===== config.mk =====
export PLATFORM = sky130hd
export DESIGN_NAME = product_accumulator
export DESIGN_NICKNAME = d
export VERILOG_FILES = /design/src/rtl/product_accumulator_pkg.sv /design/src/rtl/sat_adder.sv /design/src/rtl/product_accumulator.sv
export SDC_FILE = /design/constraint.sdc
export NUM_CORES = 1
export LEC_CHECK = 0
export BUFFER_PORTS_ARGS = -buffer_cell sky130_fd_sc_hd__buf_2
export CAP_MARGIN = 10
export CELL_PAD_IN_SITES_DETAIL_PLACEMENT = 2
export CELL_PAD_IN_SITES_GLOBAL_PLACEMENT = 2
export CORE_MARGIN = 2
export CORE_UTILIZATION = 36
export CTS_BUF_LIST = sky130_fd_sc_hd__clkbuf_4 sky130_fd_sc_hd__clkbuf_8
export CTS_CLUSTER_DIAMETER = 30
export CTS_CLUSTER_SIZE = 10
export DETAILED_ROUTE_END_ITERATION = 8
export PLACE_DENSITY = 0.82
export SYNTH_ARGS = -nofsm -noshare
export SYNTH_HDL_FRONTEND = slang
export SYNTH_SLANG_ARGS = --single-unit

===== constraint.sdc =====
create_clock -name clk -period 3.3 [get_ports clk]
set_clock_uncertainty 0.1 [all_clocks]
set_input_delay 0.66 -clock clk [delete_from_list [all_inputs] [get_ports clk]]
set_output_delay 0.66 -clock clk [all_outputs]
set_load 0.1 [all_outputs]

===== src/rtl/product_accumulator_pkg.sv =====
// rtl/product_accumulator_pkg.sv - shared state encoding and default widths for the product accumulator
// Purpose: common definitions used by product_accumulator and its benches.
// Contents: state_t (ST_ACCUM / ST_DONE), PROD_W (multiplier product width), ACC_W_DEF.
package product_accumulator_pkg;

   typedef enum logic {
      ST_ACCUM = 1'b0,
      ST_DONE  = 1'b1
   } state_t;

   localparam int PROD_W    = 4;
   localparam int ACC_W_DEF = 8;

endpackage


===== src/rtl/sat_adder.sv =====
// rtl/sat_adder.sv - combinational accumulator adder with optional saturation
// Purpose: sum = a + zext(b), either clamped to all-ones or wrapped on carry-out.
// Ports:
//   a    in  ACC_W   running sum
//   b    in  DATA_W  unsigned addend
//   sum  out ACC_W   next running sum
//   ovf  out 1       carry out of bit ACC_W-1 occurred
module sat_adder #(
   parameter int ACC_W    = 8,
   parameter int DATA_W   = 4,
   parameter int SATURATE = 1
) (
   input  logic [ACC_W-1:0]  a,
   input  logic [DATA_W-1:0] b,
   output logic [ACC_W-1:0]  sum,
   output logic              ovf
);

   logic [ACC_W:0] full;

   // One extra bit so the carry is observable before truncation.
   assign full = {1'b0, a} + {{(ACC_W - DATA_W + 1){1'b0}}, b};
   assign ovf  = full[ACC_W];

   always_comb begin
      sum = full[ACC_W-1:0];
      if ((SATURATE != 0) && full[ACC_W]) begin
         sum = {ACC_W{1'b1}};
      end
   end

endmodule


===== src/rtl/product_accumulator.sv =====
// rtl/product_accumulator.sv - sums TERMS product beats into one registered result
// Purpose: MAC tail for the 2x2 multiplier product stream; valid/ready in and out.
// Ports:
//   clk, rst            clock, synchronous active-high reset
//   clear               synchronous abort of partial or held result
//   prod_data/valid     product beat in;  prod_ready out (combinational)
//   acc_data/valid/ovf  registered result out; acc_ready in
//   term_cnt            beats accepted into the current sum
module product_accumulator
   import product_accumulator_pkg::*;
#(
   parameter int DATA_W   = PROD_W,
   parameter int ACC_W    = ACC_W_DEF,
   parameter int TERMS    = 4,
   parameter int SATURATE = 1
) (
   input  logic                       clk,
   input  logic                       rst,
   input  logic                       clear,
   input  logic [DATA_W-1:0]          prod_data,
   input  logic                       prod_valid,
   output logic                       prod_ready,
   output logic [ACC_W-1:0]           acc_data,
   output logic                       acc_valid,
   input  logic                       acc_ready,
   output logic                       acc_ovf,
   output logic [$clog2(TERMS+1)-1:0] term_cnt
);

   localparam int             CW   = $clog2(TERMS + 1);
   localparam logic [CW-1:0]  LAST = CW'(TERMS - 1);

   state_t           state;
   logic [ACC_W-1:0] sum_q;
   logic [ACC_W-1:0] add_sum;
   logic             add_ovf;
   logic             beat;

   // Held low during clear so a beat is never half-consumed.
   assign prod_ready = (state == ST_ACCUM) && !clear;
   assign beat       = prod_valid && prod_ready;

   sat_adder #(
      .ACC_W    (ACC_W),
      .DATA_W   (DATA_W),
      .SATURATE (SATURATE)
   ) u_add (
      .a   (sum_q),
      .b   (prod_data),
      .sum (add_sum),
      .ovf (add_ovf)
   );

   always_ff @(posedge clk) begin
      if (rst) begin
         state     <= ST_ACCUM;
         sum_q     <= '0;
         acc_data  <= '0;
         term_cnt  <= '0;
         acc_valid <= 1'b0;
         acc_ovf   <= 1'b0;
      end else if (clear) begin
         // Any held result is dropped, even if acc_ready is high this cycle.
         state     <= ST_ACCUM;
         sum_q     <= '0;
         term_cnt  <= '0;
         acc_valid <= 1'b0;
         acc_ovf   <= 1'b0;
      end else begin
         case (state)
            ST_ACCUM: begin
               if (beat) begin
                  sum_q    <= add_sum;
                  term_cnt <= term_cnt + 1'b1;
                  if (add_ovf) begin
                     acc_ovf <= 1'b1;
                  end
                  if (term_cnt == LAST) begin
                     state     <= ST_DONE;
                     acc_data  <= add_sum;
                     acc_valid <= 1'b1;
                  end
               end
            end
            ST_DONE: begin
               if (acc_valid && acc_ready) begin
                  state     <= ST_ACCUM;
                  sum_q     <= '0;
                  term_cnt  <= '0;
                  acc_valid <= 1'b0;
                  acc_ovf   <= 1'b0;
               end
            end
            default: state <= ST_ACCUM;
         endcase
      end
   end

endmodule


==> summary by stage <==
Run status
The run finished with clean final reports.

Global route
The layer with the highest usage after global routing is met2. Global routing used 21.9% of the available tracks across all layers. For met3 alone, demand over resource in global routing was 2.94%. The maximum number of pins on one net before global-route repair is 14. The global-route met1 utilization is 25.4%. The via count of the first global-routing pass is 1191. The first global-routing pass estimated 5880 microns of wire. The total global routing overflow is 0. The met2 global-route usage is 40.0%. The number of antenna violations at the first check in global routing is 0.

Critical path
The capturing element of the worst setup path is sum_q[6]. The capture point of the worst reg-to-reg path is sum_q[6]. The worst setup path is captured at a register. The most critical setup path has its startpoint at prod_data[0]. The maximum fanout along the worst path is 3.

The type of the setup path with the least slack is primary input to register. In this run the critical register-to-register path is launched from sum_q[0]. The worst register-to-register path has a setup slack of 1.20 ns.

Counting cells, the worst reg-to-reg path comes to 6. The data arrival at the endpoint of the critical path is 2.33 ns. The worst setup path is launched from a primary input. STA puts the critical path data required time at 3.39 ns.

Final layout
The net count of the finished layout is 173. The number of inserted diodes is 0. Measured on the finished design, the core utilization comes to 43.7%. The fill cell total of the finished layout is 382. Relative to the synthesized area, the layout overhead comes to 14.6%.

Registers take 440 sq um. In the final layout, the share of cells above drive strength 1 is 25.2%. Summing all multi-input logic gate instances after layout gives 698 sq um. The finished layout holds 199 standard cells, fillers aside.

STA
For this run, the top clock speed supported by timing is 0.448 GHz. The final period utilization is 67.6%. The summed negative setup slack over all endpoints is 0 ns. Setup repair after global routing left no endpoint under its margin. Headroom to the max-slew limit came out at 67.0%. Across all hold checks on the routed design, the worst slack comes to 0.369 ns. After layout, the minimum clock period comes to 2.23 ns. Setup violations remaining at the end of the flow were counted as 0. The hold violation count in the final report is 0. At the pin with the least slew margin, the transition time is 0.492 ns. The final max-slew violation count was 0.

Logic synthesis
Yosys attributes the largest share of cell area to sky130_fd_sc_hd__dfxtp_1, sky130_fd_sc_hd__ha_1, sky130_fd_sc_hd__nor2_1, sky130_fd_sc_hd__a21oi_1, sky130_fd_sc_hd__nor3_1. The cell area that synthesis handed to floorplanning was 1180 sq um. The top-area cell type share of the netlist area is 37.2%. The flip-flop and latch count after synthesis is 22. The share of the Yosys chip area taken by registers is 37.2%. Synthesis produced 134 cells.

The yosys synthesis warning count is 0. Counting distinct cell types in the post-synthesis netlist gives 45. Counting every net in the synthesized netlist gives 150. Of all cell types, the one taking the most synthesized area is sky130_fd_sc_hd__dfxtp_1. The mean cell area of the mapped netlist is 8.83 sq um.

CTS
The number of buffers on the longest clock path is 2. The number of sinks on the clock net is 22. At the later pin of the worst-skew pair, clock insertion delay measures 0.31 ns. Buffers added to address setup during post-CTS repair amount to 0. In this run, post-CTS repair resized a total of 0 instances.

The number of buffers created by CTS is 3. The H-tree depth is 1. The number of buffers added to fix hold violations after cts is 0. The clock slew seen by the registers of the worst setup and hold paths is 0.13 ns. The clock tree from TritonCTS is done. The master cell of the clock root buffer is sky130_fd_sc_hd__clkbuf_4.

Route
The remaining routing DRC violations is 0. The routed wire length is 3500 microns. The mean routed wirelength per cell is 17.6 microns. The total vias in the final route is 1122. The remaining antenna violation count after routing is 0. In the routed layout, each cell is associated on average with a via count of 5.64. The detailed-routing iteration count for the pre-antenna-repair pass is 4. For this block, the initial DRC count from the detailed router was 23.

Run
Max-cap violations in this run came to 0.

Worst hold path
The class of the tightest hold or removal check is register to register. The hold-critical path depth is 2.

Floorplan
23 I/O pins were placed. The total area inside the core boundary comes to 3100 sq um. The number of core rows is 20. Measured along the y axis, the die boundary spans 61.3 microns. The floorplan step defined a die boundary enclosing 3760 sq um. Once the floorplan was initialized, standard cells occupied 38.1% of the core.

In this run the horizontal extent of the chip is 61.3 microns.

Place
In this run the tool buffered the top-level ports with 22 buffer cells. The congestion estimate from routability-driven global placement came to 0.818. The placed cell count is 196. The post-detailed-placement half-perimeter wirelength is 2700 microns.

Power
The power density of the placed cells is 332 nW/um^2. VDD sags by at most 0.000149 V. The overall power consumption is 450 uW. Summed over all cells, the static leakage comes to 0.519 nW.
==> cell type report <==
cell class / count / share of cell area (%)
clock buffer: 3 / 1.66
inverter: 4 / 1.11
multi-input combinational: 102 / 51.5
sequential: 22 / 32.5
tap: 44 / 4.06
timing repair buffer: 24 / 9.23
==> flip-flops by register name, indices dropped and copies added (netlist names) <==
register and count:
acc_data 8, sum_q 8, term_cnt 3, acc_ovf 1
acc_valid 1, state 1
==> through the flow <==
| step | instance area, sq um | setup WS, ns |
|---|---|---|
| after floorplan | 1180 | 0.629 |
| after global placement | 1330 | 0.816 |
| after detailed placement | 1330 | 0.733 |
| after CTS | 1360 | 1.07 |
| after global routing | 1360 | 0.944 |
| final | 1360 | 1.07 |
==> power by group <==
group	leakage, nW	total, mW	internal [mW]	switching, mW
Clock	0.0138	0.125	0.0426	0.0825
Combinational	0.328	0.0556	0.0178	0.0378
Sequential	0.178	0.270	0.268	0.00176
Total	0.519	0.450	0.328	0.122
==> layer usage <==
layer  share of wire, %  up-vias  wire length [microns]
li1                   -      531                      -
met1                 42      564                   1450
met2                 54       19                   1890
met3                2.5        8                     86
met4                1.8        0                     63
met5                  0        -                      0
==> how the worst min path moves through the flow <==
stage,slack (ns),endpoint,startpoint
2_1_floorplan,0.40,sum_q[0],sum_q[0]
6_report,0.37,acc_ovf,acc_ovf
5_1_grt,0.41,acc_ovf,acc_ovf
4_1_cts,0.38,acc_ovf,acc_ovf
3_3_place_gp,0.35,acc_ovf,acc_ovf
3_5_place_dp,0.36,acc_ovf,acc_ovf
==> logic make-up after synthesis <==
kind of cell    share of synthesized area (%)
xor+xnor                                 2.22
mux                                     0.846
fa+ha+maj                                8.03
flops                                    37.2
compound gates                           21.0
buf+inv                                  3.81
simple gates                             26.9
==> cell usage in the layout (no fill, tap or decap), types with 3 or more instances in the layout <==
cell type and count:
sky130_fd_sc_hd__nand2_1 10, sky130_fd_sc_hd__a21oi_1 12, sky130_fd_sc_hd__nor3_1 11, sky130_fd_sc_hd__dfxtp_1 22, sky130_fd_sc_hd__ha_1 6, sky130_fd_sc_hd__inv_1 3
sky130_fd_sc_hd__xnor2_1 3, sky130_fd_sc_hd__nand3_1 3, sky130_fd_sc_hd__buf_2 22, sky130_fd_sc_hd__a311oi_1 3, sky130_fd_sc_hd__nor2_1 17, sky130_fd_sc_hd__a211oi_1 3
sky130_fd_sc_hd__clkbuf_4 3
==> critical path: stages <==
cell	delay, ns
sky130_fd_sc_hd__buf_2	0.10
sky130_fd_sc_hd__ha_1	0.22
sky130_fd_sc_hd__fa_1	0.43
sky130_fd_sc_hd__a211oi_1	0.46
sky130_fd_sc_hd__nor3b_1	0.11
sky130_fd_sc_hd__o22ai_1	0.24
sky130_fd_sc_hd__o31ai_1	0.11
==> synthesized netlist by cell type, drive strengths merged <==
| cell type | instances |
|---|---|
| a211oi | 4 |
| a21o | 2 |
| a21oi | 12 |
| a22oi | 1 |
| a311oi | 3 |
| a31oi | 2 |
| and2 | 2 |
| and4b | 1 |
| buf | 4 |
| clkbuf | 2 |
| dfxtp | 22 |
| fa | 1 |
| ha | 6 |
| inv | 4 |
| mux2i | 1 |
| nand2 | 10 |
| nand3 | 4 |
| nand3b | 1 |
| nor2 | 18 |
| nor3 | 13 |
| nor3b | 2 |
| nor4 | 2 |
| nor4b | 1 |
| nor4bb | 1 |
| o211ai | 1 |
| o21ai | 2 |
| o21bai | 1 |
| o22ai | 2 |
| o2bb2a | 1 |
| o31ai | 2 |
| or2 | 1 |
| or3 | 1 |
| or3b | 1 |
| xnor2 | 3 |
Power figures use the tool's default switching activity.
